<file path="src/rtl/nano_decoder_sequencer.sv">
// Program sequencer / instruction decoder for the 4-bit nano processor.
// Optional macro NANO_COND_JUMP_EN: 1111_aaaa decodes as jnz on r_eq_0 (else NOP).
module nano_decoder_sequencer (
  input  logic       clk,
  input  logic       reset_n,
  input  logic [7:0] pm_data_in,
  input  logic       pm_valid,
  input  logic       r_eq_0,
  output logic       pm_rd,
  output logic [7:0] pm_address,
  output logic [8:0] reg_en,
  output logic [3:0] source_sel,
  output logic       i_sel,
  output logic       x_sel,
  output logic       y_sel,
  output logic [3:0] ir_nibble
);

  typedef enum logic {FETCH = 1'b0, EXEC = 1'b1} state_t;

  state_t     state;
  logic [7:0] pc;
  logic [7:0] ir;

  // ddd 4 maps to the output register, everything else to its own bit
  function automatic logic [8:0] dst_bit(input logic [2:0] d);
    dst_bit = (d == 3'd4) ? 9'h100 : (9'd1 << d);
  endfunction

  always_ff @(posedge clk or negedge reset_n) begin
    if (!reset_n) begin
      state <= FETCH;
      pc    <= 8'h00;
      ir    <= 8'h00;
    end else begin
      case (state)
        FETCH: if (pm_valid) begin
          ir    <= pm_data_in;
          pc    <= pc + 8'd1;
          state <= EXEC;
        end
        EXEC: begin
          state <= FETCH;
          // pc already holds the incremented value, so the page comes from it
          if (ir[7:4] == 4'hE)
            pc <= {pc[7:4], ir[3:0]};
`ifdef NANO_COND_JUMP_EN
          else if (ir[7:4] == 4'hF && !r_eq_0)
            pc <= {pc[7:4], ir[3:0]};
`endif
        end
        default: state <= FETCH;
      endcase
    end
  end

`ifndef NANO_COND_JUMP_EN
  logic unused_r_eq_0;
  assign unused_r_eq_0 = r_eq_0;
`endif

  assign pm_rd      = reset_n && (state == FETCH);
  assign pm_address = pc;
  assign x_sel      = ir[4];
  assign y_sel      = ir[3];
  assign ir_nibble  = ir[3:0];

  logic [2:0] ddd;
  logic [2:0] sss;
  logic       post_inc;

  always_comb begin
    reg_en     = 9'h000;
    source_sel = 4'd0;
    i_sel      = 1'b0;
    ddd        = ir[7] ? ir[5:3] : ir[6:4];
    sss        = ir[2:0];
    post_inc   = 1'b0;
    if (state == EXEC) begin
      if (!ir[7]) begin
        reg_en     = dst_bit(ddd);
        source_sel = 4'd8;
        post_inc   = (ddd == 3'd7);
      end else if (ir[7:6] == 2'b10) begin
        reg_en     = dst_bit(ddd);
        source_sel = (sss == ddd) ? 4'd9 : {1'b0, sss};
        post_inc   = (ddd == 3'd7) || (sss == 3'd7);
      end else if (ir[7:5] == 3'b110) begin
        reg_en = 9'h010;
      end
      // when i itself is the destination the bus write wins over i + m
      if (post_inc) begin
        reg_en = reg_en | 9'h040;
        i_sel  = (ddd != 3'd6);
      end
    end
  end

endmodule

</file>
<file path="config.mk">
export PLATFORM = sky130hd
export DESIGN_NAME = nano_decoder_sequencer
export DESIGN_NICKNAME = d
export VERILOG_FILES = /design/src/rtl/nano_decoder_sequencer.sv
export SDC_FILE = /design/constraint.sdc
export NUM_CORES = 1
export LEC_CHECK = 0
export ABC_AREA = 1
export CAP_MARGIN = 20
export CORE_ASPECT_RATIO = 1.5
export CORE_MARGIN = 2
export CORE_UTILIZATION = 47
export CTS_BUF_LIST = sky130_fd_sc_hd__clkbuf_4
export CTS_CLUSTER_SIZE = 25
export DETAILED_ROUTE_END_ITERATION = 6
export PLACE_DENSITY = 0.84
export SLEW_MARGIN = 20
export SYNTH_ARGS = -nofsm -noshare
export SYNTH_HDL_FRONTEND = slang
export SYNTH_SLANG_ARGS = --single-unit
</file>
<file path="constraint.sdc">
create_clock -name clk -period 1.9 [get_ports clk]
set_input_delay 0.57 -clock clk [delete_from_list [all_inputs] [get_ports clk]]
set_output_delay 0.57 -clock clk [all_outputs]
set_load 0.05 [all_outputs]
</file>
Word-level counts from Yosys, hierarchy flattened --
Cells that the tools add are included.
Operators by class: shift-type cells 1, equality and inequality tests 10, add/sub/neg operators 1, bitwise gates (word level) 1, mux-type cells 21, reduce and logical (&&, ||, !) cells 5
Operator list (number):
- $mux 9 | 4
- $mux 4 | 5
- $pmux 8 s2 | 1
- $eq 3x3->1 const B | 4
- $shl 1x3->9 const A | 1
- $add 8x1->8 const B | 1
- $mux 8 | 1
- $mux 7 | 1
- $mux 1 | 6
- $reduce_and 2->1 | 3
- $mux 5 | 1
- $eq 4x4->1 const B | 1
- $eq 3x3->1 | 1
- $mux 3 | 1
- $ne 3x3->1 const B | 1
- $eq 2x2->1 const B | 1
- $ne 2x1->1 const B | 1
- $ne 2x2->1 const B | 1
- $pmux 1 s2 | 1
- $logic_and 1x1->1 | 1
- $logic_or 1x1->1 | 1
- $not 1->1 | 1
Word-level totals: input port bits 12, register bits 17, output and inout bits 29, word-level logic and storage cells 43

Longest topological paths before layout --
Gate-level depths: netlist (run 1).
depth in word-level cells 8, mapped depth 9

Worst setup path after synthesis (run 1) --
OpenSTA, ideal clock, no wires.
path kind reg-to-output, start point reg ir[4], end point out reg_en[3], arrival 2.110 ns, data required time 1.330 ns, setup slack -0.780 ns, stages on the path, launching flop included 5, path through dfrtp_1 inv_2 nand2_1 nand2_2 nor3_1
On the way: longest elaborated chain between the ends 7, elaborated cells on any way between the ends 8, classes of those cells eq/ne: 1; shift: 1; mux: 6
RTL lines:
- start: declaration | RTL line 23 | logic [7:0] ir;
- start signal: assignment | RTL line 38 | ir <= pm_data_in;
- $mux 3 * | RTL line 76 | ddd = ir[7] ? ir[5:3] : ir[6:4];
- $eq 3x3->1 / $shl 1x3->9 (equally long branches) | RTL line 27 | dst_bit = (d == 3'd4) ? 9'h100 : (9'd1 << d);
- $mux 9 * | RTL line 27
- $mux 9 | RTL line 84 | end else if (ir[7:6] == 2'b10) begin
- $mux 9 * | RTL line 80 | if (!ir[7]) begin
- $mux 7 * | RTL line 92 | if (post_inc) begin
- $mux 9 * | RTL line 79 | if (state == EXEC) begin
- end: declaration | RTL line 11 | output logic [8:0] reg_en,
Every way passes the cells marked *; elsewhere a longest branch is shown, timed or not.

Worst setup path in the final report (run 1) --
start point reg ir[7], end point out source_sel[3]
On the way: longest elaborated chain between the ends 6, elaborated cells on any way between the ends 7, classes of those cells eq/ne: 2; mux: 5
RTL lines:
- $mux 3 | RTL line 76
- $eq 3x3->1 | RTL line 86 | source_sel = (sss == ddd) ? 4'd9 : {1'b0, sss};
- $mux 4 | RTL line 86
- $mux 4 | RTL line 84
- $mux 4 * | RTL line 80
- $mux 4 * | RTL line 79
- end: declaration | RTL line 12 | output logic [3:0] source_sel,
Marks and branches as above.

==> out/metrics.yaml, run 1 <==
synth:
  ys_warn_count: 0
  syn_avg_cell_area_um2: 7.59
  ys_seq_area_frac: 0.355
  synth_top_area_frac: 0.355
  syn-instance-count: 158
  syn_nets: 171
  syn_area_mm2: 0.00120
  synth_cell_types: 24
  synth-seq-cells: 17
  synth.area.top_cells: "dfrtp_1 35%, nand2_1 14%, nand2_2 5.2%"
  synth_largest_area_cell: "dfrtp_1"
final_layout:
  final_common_cell: "nand2_1"
  final_cell_mix: "38 x nand2_1, 22 x buf_4, 21 x buf_12, 14 x dfrtp_1, 11 x nand2_4"
  syn_to_final_growth_pct: 75.2
  drive_gt1_frac: 0.529
  n_fill_cell: 123
  finish.utilization: 0.858
  diodes: 0
  final_nets: 224
clock_network:
  clockRootBuffer: "clkbuf_4"
  clock_latency_ps: 310
  cts.sinks: 17
  tritoncts: "built"
  ctsHoldBuffers: 0
  cts_buffer_depth: 2
  numCtsBuffers: 3
  clkTransAtPathRegs_ps: 100
  ctsHtreeMaxLevel: 1
timing:
  rsz0062_at_grt: "true"
  finalHoldViolations: 0
  fin_ws_ps: -411
  hold_slack_ps: 378
  finalCritPeriodShare: 1.22
  period_minus_slack_ps: 2310
  finalSetupViolCount: 14
  clock.fmax_ghz: 0.433
  maxSlewViolCount: 0
  fin_skew_ps: 7.25
  slew_headroom: 0.788
  worst_pin_slew_ps: 318
job:
  cap_violations: 0
critical_path:
  ff2ff_path_depth: 5
  critPathArrivalTime_ps: 1740
  worstPathRequired_ps: 1330
  crit_path_end_kind: "output pin"
  rrSetupSlack_ps: 530
  worstSetupPathType: "flip-flop to output pin"
  crit_path_max_fanout: 8
  start_kind: "flip-flop"
die:
  io_pins: 41
  die_area_mm2: 0.00298
  die_w_um: 45.3
  initial_core_util: 0.490
  core_mm2: 0.00245
  row_count: 22
  die_h_um: 65.9
route:
  drt_iter0_drc: 68
  wl_per_cell_um: 15.8
  routed_wl_mm: 3.69
  detail-route-antenna-nets: 0
  vias_per_cell: 5.35
  firstDrtPassIters: 4
  drc: 0
  vias: 1253
global_route:
  grt.total_usage: 0.269
  grt_antenna_before_repair: 0
  grt_pass1_vias: 1354
  grt_max_degree: 18
  grt-ovfl-total: 0
  grt_pass1_wl_mm: 5.86
power:
  finalPower_mw: 1.73
  power.leakage_nw: 0.999
  ir_worst_vdd_uv: 649
  power.density_mw_per_mm2: 823
placed_design:
  io_buffer_count: 39
  detailedPlace.worstSlack_ps: -204
  dpl.hpwl_mm: 2.62
  place_congestion: 0.833
run_status:
  outcome: "finished with violations"
  violations: "setup timing"
hold_path:
  hold_class: "input pin to asynchronous set/reset pin"
## path summary, 6_finish.rpt
check,startpoint,endpoint
hold reg to reg,pm_address[6]$_DFFE_PN0P_,pm_address[6]$_DFFE_PN0P_
max in group asynchronous,reset_n,ir[3]$_DFFE_PN0P_
setup reg to reg,pm_address[0]$_DFFE_PN0P_,pm_address[6]$_DFFE_PN0P_
setup / recovery,ir[7]$_DFFE_PN0P_,source_sel[3]
hold / removal,reset_n,pm_address[7]$_DFFE_PN0P_
min in group clk,pm_address[6]$_DFFE_PN0P_,pm_address[6]$_DFFE_PN0P_
## layer usage
| layer | GRT usage | up-vias | share of wire |
|---|---|---|---|
| met5 | 0 | - | 0 |
| met4 | 0.180 | 0 | 0.037 |
| met3 | 0.0191 | 14 | 0.032 |
| met2 | 0.495 | 43 | 0.59 |
| met1 | 0.272 | 602 | 0.34 |
| li1 | - | 594 | - |
## synth_stat cells
cell	instances
nor2_1	10
nand2_4	4
nand2_1	45
nor2_4	1
buf_6	3
nor3_1	5
inv_2	5
nand2_2	10
a21oi_2	3
xnor2_1	2
ha_1	1
nand3_1	11
nor2_2	3
inv_8	2
o21ai_1	7
nand3b_1	2
nor3_4	1
o21ai_0	3
buf_4	4
nand3_4	1
inv_1	14
nand3_2	2
dfrtp_1	17
xor2_1	2
## flip-flops by register name, indices dropped and copies added (netlist names)
signal and cells:
state 1, pm_address 8, ir 8
## final cells by class
cell class              instances  area (um^2)  area share
multi-input cells             113          807       0.384
repair buffers                 55          707       0.336
flip-flops and latches         17          429       0.204
inverters                      21          101      0.0482
well taps                      24         30.0      0.0143
clock buffers                   3         22.5      0.0107
clock inverters                 1         5.00     0.00238
## power breakdown
| group | internal (mW) | total (mW) | leakage, nW | switching, mW |
|---|---|---|---|---|
| clock network | 0.0787 | 0.200 | 0.0177 | 0.122 |
| registers | 0.419 | 0.512 | 0.213 | 0.0929 |
| logic | 0.400 | 1.02 | 0.768 | 0.618 |
## critical path, cell delays in order (launching register included)
cell     delay, ps
dfrtp_2        550
inv_8           90
nand2_4         90
nand3_1        130
nand2_2        120
nand3_4        120
a21oi_4        180
buf_12         150
## logic make-up after synthesis
| group | after synthesis | share of synthesized area |
|---|---|---|
| buffers and inverters | 28 | 0.131 |
| adder cells (fa/ha/maj) | 1 | 0.0104 |
| flip-flops | 17 | 0.355 |
| AO/OA/AOI/OAI | 13 | 0.0636 |
| XOR/XNOR | 4 | 0.0292 |
| AND/OR/NAND/NOR | 95 | 0.411 |
## through the flow
| stage | instances | cell area [um^2] | TNS, ps |
|---|---|---|---|
| 2_1_floorplan | 158 | 1300 | -105 |
| 3_3_place_gp | 226 | 1930 | -1060 |
| 3_5_place_dp | 226 | 1930 | -1850 |
| 4_1_cts | 232 | 2040 | -4010 |
| 5_1_grt | 234 | 2100 | -5420 |
| 6_report | 234 | 2100 | -4430 |
## timing repair
action | 4_1_cts | 5_1_grt
setup endpoints to repair | 15 | 14
gates resized for setup | 22 | 10
setup buffers | 2 | 2
pin swaps | 12 | 5
Note: power is estimated with default switching activity, not from simulation.
==> run 2: changes to the inputs <==
- CAP_MARGIN: 20 -> 10
- HOLD_SLACK_MARGIN: unset -> 0.03
==> results of run 2 <==
No change in the layout: final DEF, timing and power equal those of run 1.
